--- src/rtl/elevator_pkg.sv ---
// Shared elevator encodings: travel directions, door and switch levels,
// floor sizing and the car motion FSM states.
package elevator_pkg;

    localparam int unsigned NUM_FLOORS = 7;
    localparam int unsigned FLOOR_W    = 3;

    typedef enum logic [1:0] {
        STOP   = 2'b00,
        DOWN   = 2'b01,
        UP     = 2'b10,
        UPDOWN = 2'b11
    } dir_e;

    localparam logic OPEN  = 1'b1;
    localparam logic CLOSE = 1'b0;
    localparam logic ON    = 1'b1;
    localparam logic OFF   = 1'b0;

    typedef enum logic [1:0] {
        IDLE   = 2'b00,
        MOVING = 2'b01,
        ARRIVE = 2'b10,
        DWELL  = 2'b11
    } state_e;

    function automatic dir_e opp_dir(input dir_e d);
        case (d)
            UP:      return DOWN;
            DOWN:    return UP;
            default: return STOP;
        endcase
    endfunction

endpackage

--- src/rtl/request_scan.sv ---
// Flags whether any request lies strictly above or strictly below a floor.
module request_scan
    import elevator_pkg::*;
(
    input  logic [NUM_FLOORS:1] i_req,
    input  logic [FLOOR_W-1:0]  i_floor,
    output logic                o_ahead_up,
    output logic                o_ahead_down
);

    always_comb begin
        o_ahead_up   = 1'b0;
        o_ahead_down = 1'b0;
        for (int k = 1; k <= int'(NUM_FLOORS); k++) begin
            if (i_req[k] && (k > int'(i_floor))) o_ahead_up = 1'b1;
            if (i_req[k] && (k < int'(i_floor))) o_ahead_down = 1'b1;
        end
    end

endmodule

--- src/rtl/car_motion_ctrl.sv ---
// Elevator car motion controller: SCAN floor selection, travel timing, dwell
// with closed-door interlock, and a one-cycle served strobe for the button latch.
module car_motion_ctrl
    import elevator_pkg::*;
#(
    parameter int unsigned CLK_PER_FLOOR = 100000000,
    parameter int unsigned MIN_DWELL     = 4
) (
    input  logic                clk,
    input  logic                reset,
    input  logic                enable,
    input  logic                doorState,
    input  logic [NUM_FLOORS:1] upButton,
    input  logic [NUM_FLOORS:1] downButton,
    input  logic [NUM_FLOORS:1] carButton,
    output logic [FLOOR_W-1:0]  currentFloor,
    output logic [1:0]          currentDirection,
    output logic [1:0]          currentFloorButton,
    output logic                moving,
    output logic                servedValid,
    output logic [FLOOR_W-1:0]  servedFloor,
    output logic [1:0]          servedDirection
);

    localparam int unsigned TRAVEL_W = $clog2(CLK_PER_FLOOR);
    localparam int unsigned DWELL_W  = $clog2(MIN_DWELL);
    localparam logic [TRAVEL_W-1:0] TRAVEL_LOAD = TRAVEL_W'(CLK_PER_FLOOR - 1);
    localparam logic [DWELL_W-1:0]  DWELL_LOAD  = DWELL_W'(MIN_DWELL - 1);
    localparam logic [FLOOR_W-1:0]  TOP_FLOOR   = FLOOR_W'(NUM_FLOORS);
    localparam logic [FLOOR_W-1:0]  BOT_FLOOR   = FLOOR_W'(1);

    state_e                r_state;
    dir_e                  r_dir;
    dir_e                  r_served_dir;
    logic [FLOOR_W-1:0]    r_floor;
    logic [FLOOR_W-1:0]    r_served_floor;
    logic                  r_moving;
    logic                  r_served_valid;
    logic [TRAVEL_W-1:0]   r_travel_cnt;
    logic [DWELL_W-1:0]    r_dwell_cnt;

    logic [NUM_FLOORS:1]   w_up;
    logic [NUM_FLOORS:1]   w_down;
    logic [NUM_FLOORS:0]   w_up_v;
    logic [NUM_FLOORS:0]   w_down_v;
    logic [NUM_FLOORS:0]   w_car_v;
    logic                  w_ahead_up;
    logic                  w_ahead_down;
    logic                  w_ahead_d;
    logic                  w_ahead_opp;
    logic                  w_hall_d_f;
    logic                  w_hall_opp_f;
    logic                  w_car_f;

    // No hall-up call exists at the top floor, nor hall-down at the bottom.
    assign w_up     = upButton & {1'b0, {(NUM_FLOORS - 1){1'b1}}};
    assign w_down   = downButton & {{(NUM_FLOORS - 1){1'b1}}, 1'b0};
    assign w_up_v   = {w_up, 1'b0};
    assign w_down_v = {w_down, 1'b0};
    assign w_car_v  = {carButton, 1'b0};
    assign w_car_f  = w_car_v[r_floor];

    request_scan u_request_scan (
        .i_req       (w_up | w_down | carButton),
        .i_floor     (r_floor),
        .o_ahead_up  (w_ahead_up),
        .o_ahead_down(w_ahead_down)
    );

    always_comb begin
        w_ahead_d    = 1'b0;
        w_ahead_opp  = 1'b0;
        w_hall_d_f   = 1'b0;
        w_hall_opp_f = 1'b0;
        case (r_dir)
            UP: begin
                w_ahead_d    = w_ahead_up;
                w_ahead_opp  = w_ahead_down;
                w_hall_d_f   = w_up_v[r_floor];
                w_hall_opp_f = w_down_v[r_floor];
            end
            DOWN: begin
                w_ahead_d    = w_ahead_down;
                w_ahead_opp  = w_ahead_up;
                w_hall_d_f   = w_down_v[r_floor];
                w_hall_opp_f = w_up_v[r_floor];
            end
            default: ;
        endcase
    end

    always_ff @(posedge clk or posedge reset) begin
        if (reset) begin
            r_state        <= IDLE;
            r_dir          <= STOP;
            r_floor        <= BOT_FLOOR;
            r_moving       <= 1'b0;
            r_served_valid <= 1'b0;
            r_served_floor <= BOT_FLOOR;
            r_served_dir   <= STOP;
            r_travel_cnt   <= '0;
            r_dwell_cnt    <= '0;
        end else if (enable) begin
            r_served_valid <= 1'b0;
            unique case (r_state)
                IDLE: begin
                    if (doorState == CLOSE) begin
                        if (w_car_f || w_up_v[r_floor] || w_down_v[r_floor]) begin
                            r_dir          <= (w_car_f || w_up_v[r_floor]) ? UP : DOWN;
                            r_served_dir   <= (w_car_f || w_up_v[r_floor]) ? UP : DOWN;
                            r_state        <= DWELL;
                            r_dwell_cnt    <= DWELL_LOAD;
                            r_served_valid <= 1'b1;
                            r_served_floor <= r_floor;
                        end else if (w_ahead_up || w_ahead_down) begin
                            r_dir        <= w_ahead_up ? UP : DOWN;
                            r_state      <= MOVING;
                            r_travel_cnt <= TRAVEL_LOAD;
                            r_moving     <= 1'b1;
                        end
                    end
                end
                MOVING: begin
                    if (r_travel_cnt == '0) begin
                        r_state <= ARRIVE;
                        if (r_dir == UP && r_floor < TOP_FLOOR) begin
                            r_floor <= r_floor + 1'b1;
                        end else if (r_dir == DOWN && r_floor > BOT_FLOOR) begin
                            r_floor <= r_floor - 1'b1;
                        end
                    end else begin
                        r_travel_cnt <= r_travel_cnt - 1'b1;
                    end
                end
                ARRIVE: begin
                    if (w_car_f || w_hall_d_f || !w_ahead_d) begin
                        r_state        <= DWELL;
                        r_dwell_cnt    <= DWELL_LOAD;
                        r_moving       <= 1'b0;
                        r_served_valid <= 1'b1;
                        r_served_floor <= r_floor;
                        // End of the run with only an opposite hall call: turn around here.
                        if (!w_car_f && !w_hall_d_f && w_hall_opp_f) begin
                            r_dir        <= opp_dir(r_dir);
                            r_served_dir <= opp_dir(r_dir);
                        end else begin
                            r_served_dir <= r_dir;
                        end
                    end else begin
                        r_state      <= MOVING;
                        r_travel_cnt <= TRAVEL_LOAD;
                    end
                end
                DWELL: begin
                    if (r_dwell_cnt != '0) begin
                        r_dwell_cnt <= r_dwell_cnt - 1'b1;
                    end else if (doorState == CLOSE) begin
                        if (w_ahead_d || (!w_hall_opp_f && w_ahead_opp)) begin
                            r_dir        <= w_ahead_d ? r_dir : opp_dir(r_dir);
                            r_state      <= MOVING;
                            r_travel_cnt <= TRAVEL_LOAD;
                            r_moving     <= 1'b1;
                        end else if (w_hall_opp_f) begin
                            r_dir          <= opp_dir(r_dir);
                            r_served_dir   <= opp_dir(r_dir);
                            r_dwell_cnt    <= DWELL_LOAD;
                            r_served_valid <= 1'b1;
                            r_served_floor <= r_floor;
                        end else begin
                            r_dir   <= STOP;
                            r_state <= IDLE;
                        end
                    end
                end
            endcase
        end
    end

    assign currentFloor       = r_floor;
    assign currentDirection   = r_dir;
    assign currentFloorButton = {w_up_v[r_floor], w_down_v[r_floor]};
    assign moving             = r_moving;
    assign servedValid        = r_served_valid & enable;
    assign servedFloor        = r_served_floor;
    assign servedDirection    = r_served_dir;

endmodule

--- config.mk ---
export PLATFORM = sky130hd
export DESIGN_NAME = car_motion_ctrl
export DESIGN_NICKNAME = d
export VERILOG_FILES = /design/src/rtl/elevator_pkg.sv /design/src/rtl/request_scan.sv /design/src/rtl/car_motion_ctrl.sv
export SDC_FILE = /design/constraint.sdc
export NUM_CORES = 1
export LEC_CHECK = 0
export CORE_MARGIN = 1.5
export CORE_UTILIZATION = 61
export DETAILED_ROUTE_END_ITERATION = 16
export PLACE_DENSITY = 0.95
export RECOVER_POWER = 50
export SLEW_MARGIN = 20
export SYNTH_ARGS = -nofsm -noshare
export SYNTH_HDL_FRONTEND = slang
export SYNTH_SLANG_ARGS = --single-unit
--- constraint.sdc ---
create_clock -name clk -period 4.95 [get_ports clk]
set_input_delay 0.99 -clock clk [delete_from_list [all_inputs] [get_ports clk]]
set_output_delay 0.99 -clock clk [all_outputs]
set_load 0.03 [all_outputs]
==> impl_metrics.toml <==
[synth]
syn_area_um2 = 3220
syn_avg_cell_area_um2 = 8.67
ys.flop_type = "dfrtp_1"
synth_edf_count = 0
yosysSeqAreaShare_pct = 33.5
synth_cell_types = 70
ys_warn_count = 0
netlist_instances = 371
syn-num-nets = 404
ys_seq_elements = 43
synthArstFlopShare_pct = 100

[sta]
skew_ns = 0.00619
relSlewSlack_pct = -51.2
setup_tns_ns = 0
max_freq_mhz = 250
min_period_ns = 4.00
fin_crit_sh_pct = 80.7
hold_violations = 0
worstMarginPinSlew_ns = 2.27
rsz0062_at_grt = "no"
slew_viol_final = 44
setup_violations = 0

[pwr]
ir_drop_mv = 0.314
power_w = 0.00190
powerDensity_nw_per_um2 = 514
leakagePower_nw = 1.47

[placed_design]
dp_hpwl_um = 5950
io_buffers = 36
gp_congestion = 0.995

[clock_tree]
cts_buffers = 5
cts-root-buf = "clkbuf_8"
cts_resized = 0
hold_buffers = 0
cts_tree = "done"
htreeDepth = 2
numClockSinks = 43
clock_latency_ns = 0.31
clk_path_buf_depth = 2
cts_setup_buffers = 0
cts.clk_slew.worst_paths_ns = 0.09

[routing]
vias = 3235
ant_nets = 0
wl_per_cell_um = 17.6
viasPerCell = 6.88
route.detailed.drc = 0
first_pass_iters = 10
drt_iter0_drc = 479
totalWireLength_um = 8290

[layout]
layout-drive-gt1-share_pct = 9.25
layout_commonest_cell = "dfrtp_1"
multiInputGateArea_um2 = 1990
areaGrowthSynthToFinish_pct = 15.2
final.fill_count = 393
diodes = 0
nets = 432
seq_area_um2 = 1080
layout_common_cells = "dfrtp_1, nor2_1, nor3_1, clkdlybuf4s50_1, o21ai_0"

[worst_setup_path]
cp.buffers_inverters = 1
path_max_fanout = 9
crit_path_cell_trace = "clkdlybuf4s50_1 > nor3_1 > o221ai_1 > a2111oi_2 > o22a_1 > nand4_1 > a21oi_2 > mux2_2"
crit_required_ns = 5.15
critPathMaxStageDelay_ns = 0.68
slowest_stage = "a2111oi_2"
end_kind = "flip-flop"
critPathLaunchType = "input port"
crit_family = "compound AO/OA/AOI/OAI gates"
crit_type = "in2reg"
crit_arrival_ns = 4.20

[floorplan]
initial_core_util_pct = 63.0
row_count = 26
die_y_um = 75.6
io_pins = 39
core_um2 = 5110
dieArea_um2 = 5720
die_w_um = 75.6

[run_status]
violations = "capacitance limit, slew limit"
status = "finished with violations"

[global_route]
overflow = 0
first_global_vias = 2991
grt_pass1_wl_um = 13600
grt_max_degree = 44
grtUsageTotal_pct = 31.1
antenna_found_initial = 0

[run]
maxCapViolations = 1

[worst_hold_path]
hold_class = "reg2reg"
## metal layers
layer,part of all wire [%],up-vias,track usage [%]
met2,50,191,53.1
met3,8.7,20,6.35
met4,1.8,0,9.92
met1,40,1535,39.6
met5,0,-,0
li1,-,1489,-
## metrics by stage
stage               worst slack, ns  utilization [%]  hold slack [ns]  cell area [um^2]  instances
finish                        0.954             72.5            0.493              3700        470
global route                  0.764             72.5            0.504              3700        470
CTS                            1.05             72.6            0.492              3710        470
detailed placement            0.703             70.3            0.473              3590        462
global placement              0.806             70.3            0.462              3590        462
floorplan                      1.67                -            0.444              3220        371
## registers in the layout, summed over array words and instances, names as in the netlist
name	cells
currentDirection	2
currentFloor	3
moving	1
r_dwell_cnt	2
r_served_valid	1
r_state	2
r_travel_cnt	27
servedDirection	2
servedFloor	3
## final cells by class
type                       count  share of cell area (%)
clock inverter                 3                    1.25
timing repair buffer          38                    10.0
tap                           70                    2.36
sequential                    43                    29.1
inverter                      16                    1.62
multi-input combinational    295                    53.8
clock buffer                   5                    1.86
## worst paths after layout
| path | start | endpoint | slack (ns) | cells after the start |
|---|---|---|---|---|
| setup reg to reg | currentFloor[2] | r_travel_cnt[8] | 1.40 | 7 |
| hold reg to reg | r_travel_cnt[24] | r_travel_cnt[24] | 0.49 | 1 |
| setup / recovery | upButton[6] | servedDirection[1] | 0.95 | 8 |
| max in group asynchronous | reset | r_travel_cnt[1] | 1.71 | 3 |
| min in group asynchronous | reset | r_travel_cnt[24] | 1.95 | 3 |
| hold / removal | r_travel_cnt[24] | r_travel_cnt[24] | 0.49 | 1 |
## where the power goes
part / total (W) / internal [W] / switching, W
Sequential: 0.000609 / 0.000454 / 0.000155
Clock: 0.000290 / 0.000152 / 0.000138
Combinational: 0.00100 / 0.000369 / 0.000634
Total: 0.00190 / 0.000975 / 0.000927
## kinds of logic (layout without fill, tap and decap cells)
kind of cell / after synthesis / after routing / synth area share, %
flip-flops: 43 / 43 / 33.5
AO/OA/AOI/OAI: 132 / 132 / 30.9
adder cells (fa/ha/maj): 8 / 8 / 3.11
buffers and inverters: 33 / 62 / 4.55
AND/OR/NAND/NOR: 138 / 138 / 22.3
XOR/XNOR: 3 / 3 / 0.817
multiplexers: 14 / 14 / 4.86
## cell usage after synthesis, drive strengths merged (3+ instances only)
cell / instances / area share [%]
o31ai: 9 / 2.3
a21o: 8 / 1.9
inv: 16 / 1.9
a221oi: 5 / 1.8
ha: 8 / 3.1
buf: 8 / 1.6
dfrtp: 41 / 32
or3: 15 / 3.1
a21oi: 16 / 2.6
a31oi: 13 / 2.7
nand3: 11 / 1.7
or2: 3 / 0.58
o41ai: 7 / 2.5
mux2: 13 / 4.6
nand4: 4 / 0.78
a221o: 3 / 0.93
clkbuf: 9 / 1.1
nor2: 36 / 4.3
nand2: 19 / 2.2
o21a: 6 / 1.4
and2: 3 / 0.58
o21ai: 30 / 4.8
a22o: 6 / 1.6
o311ai: 5 / 1.4
nor2b: 3 / 0.58
nor3: 29 / 4.5
or4: 4 / 0.93
and3: 3 / 0.58
Note: power is estimated with default switching activity, not from simulation.
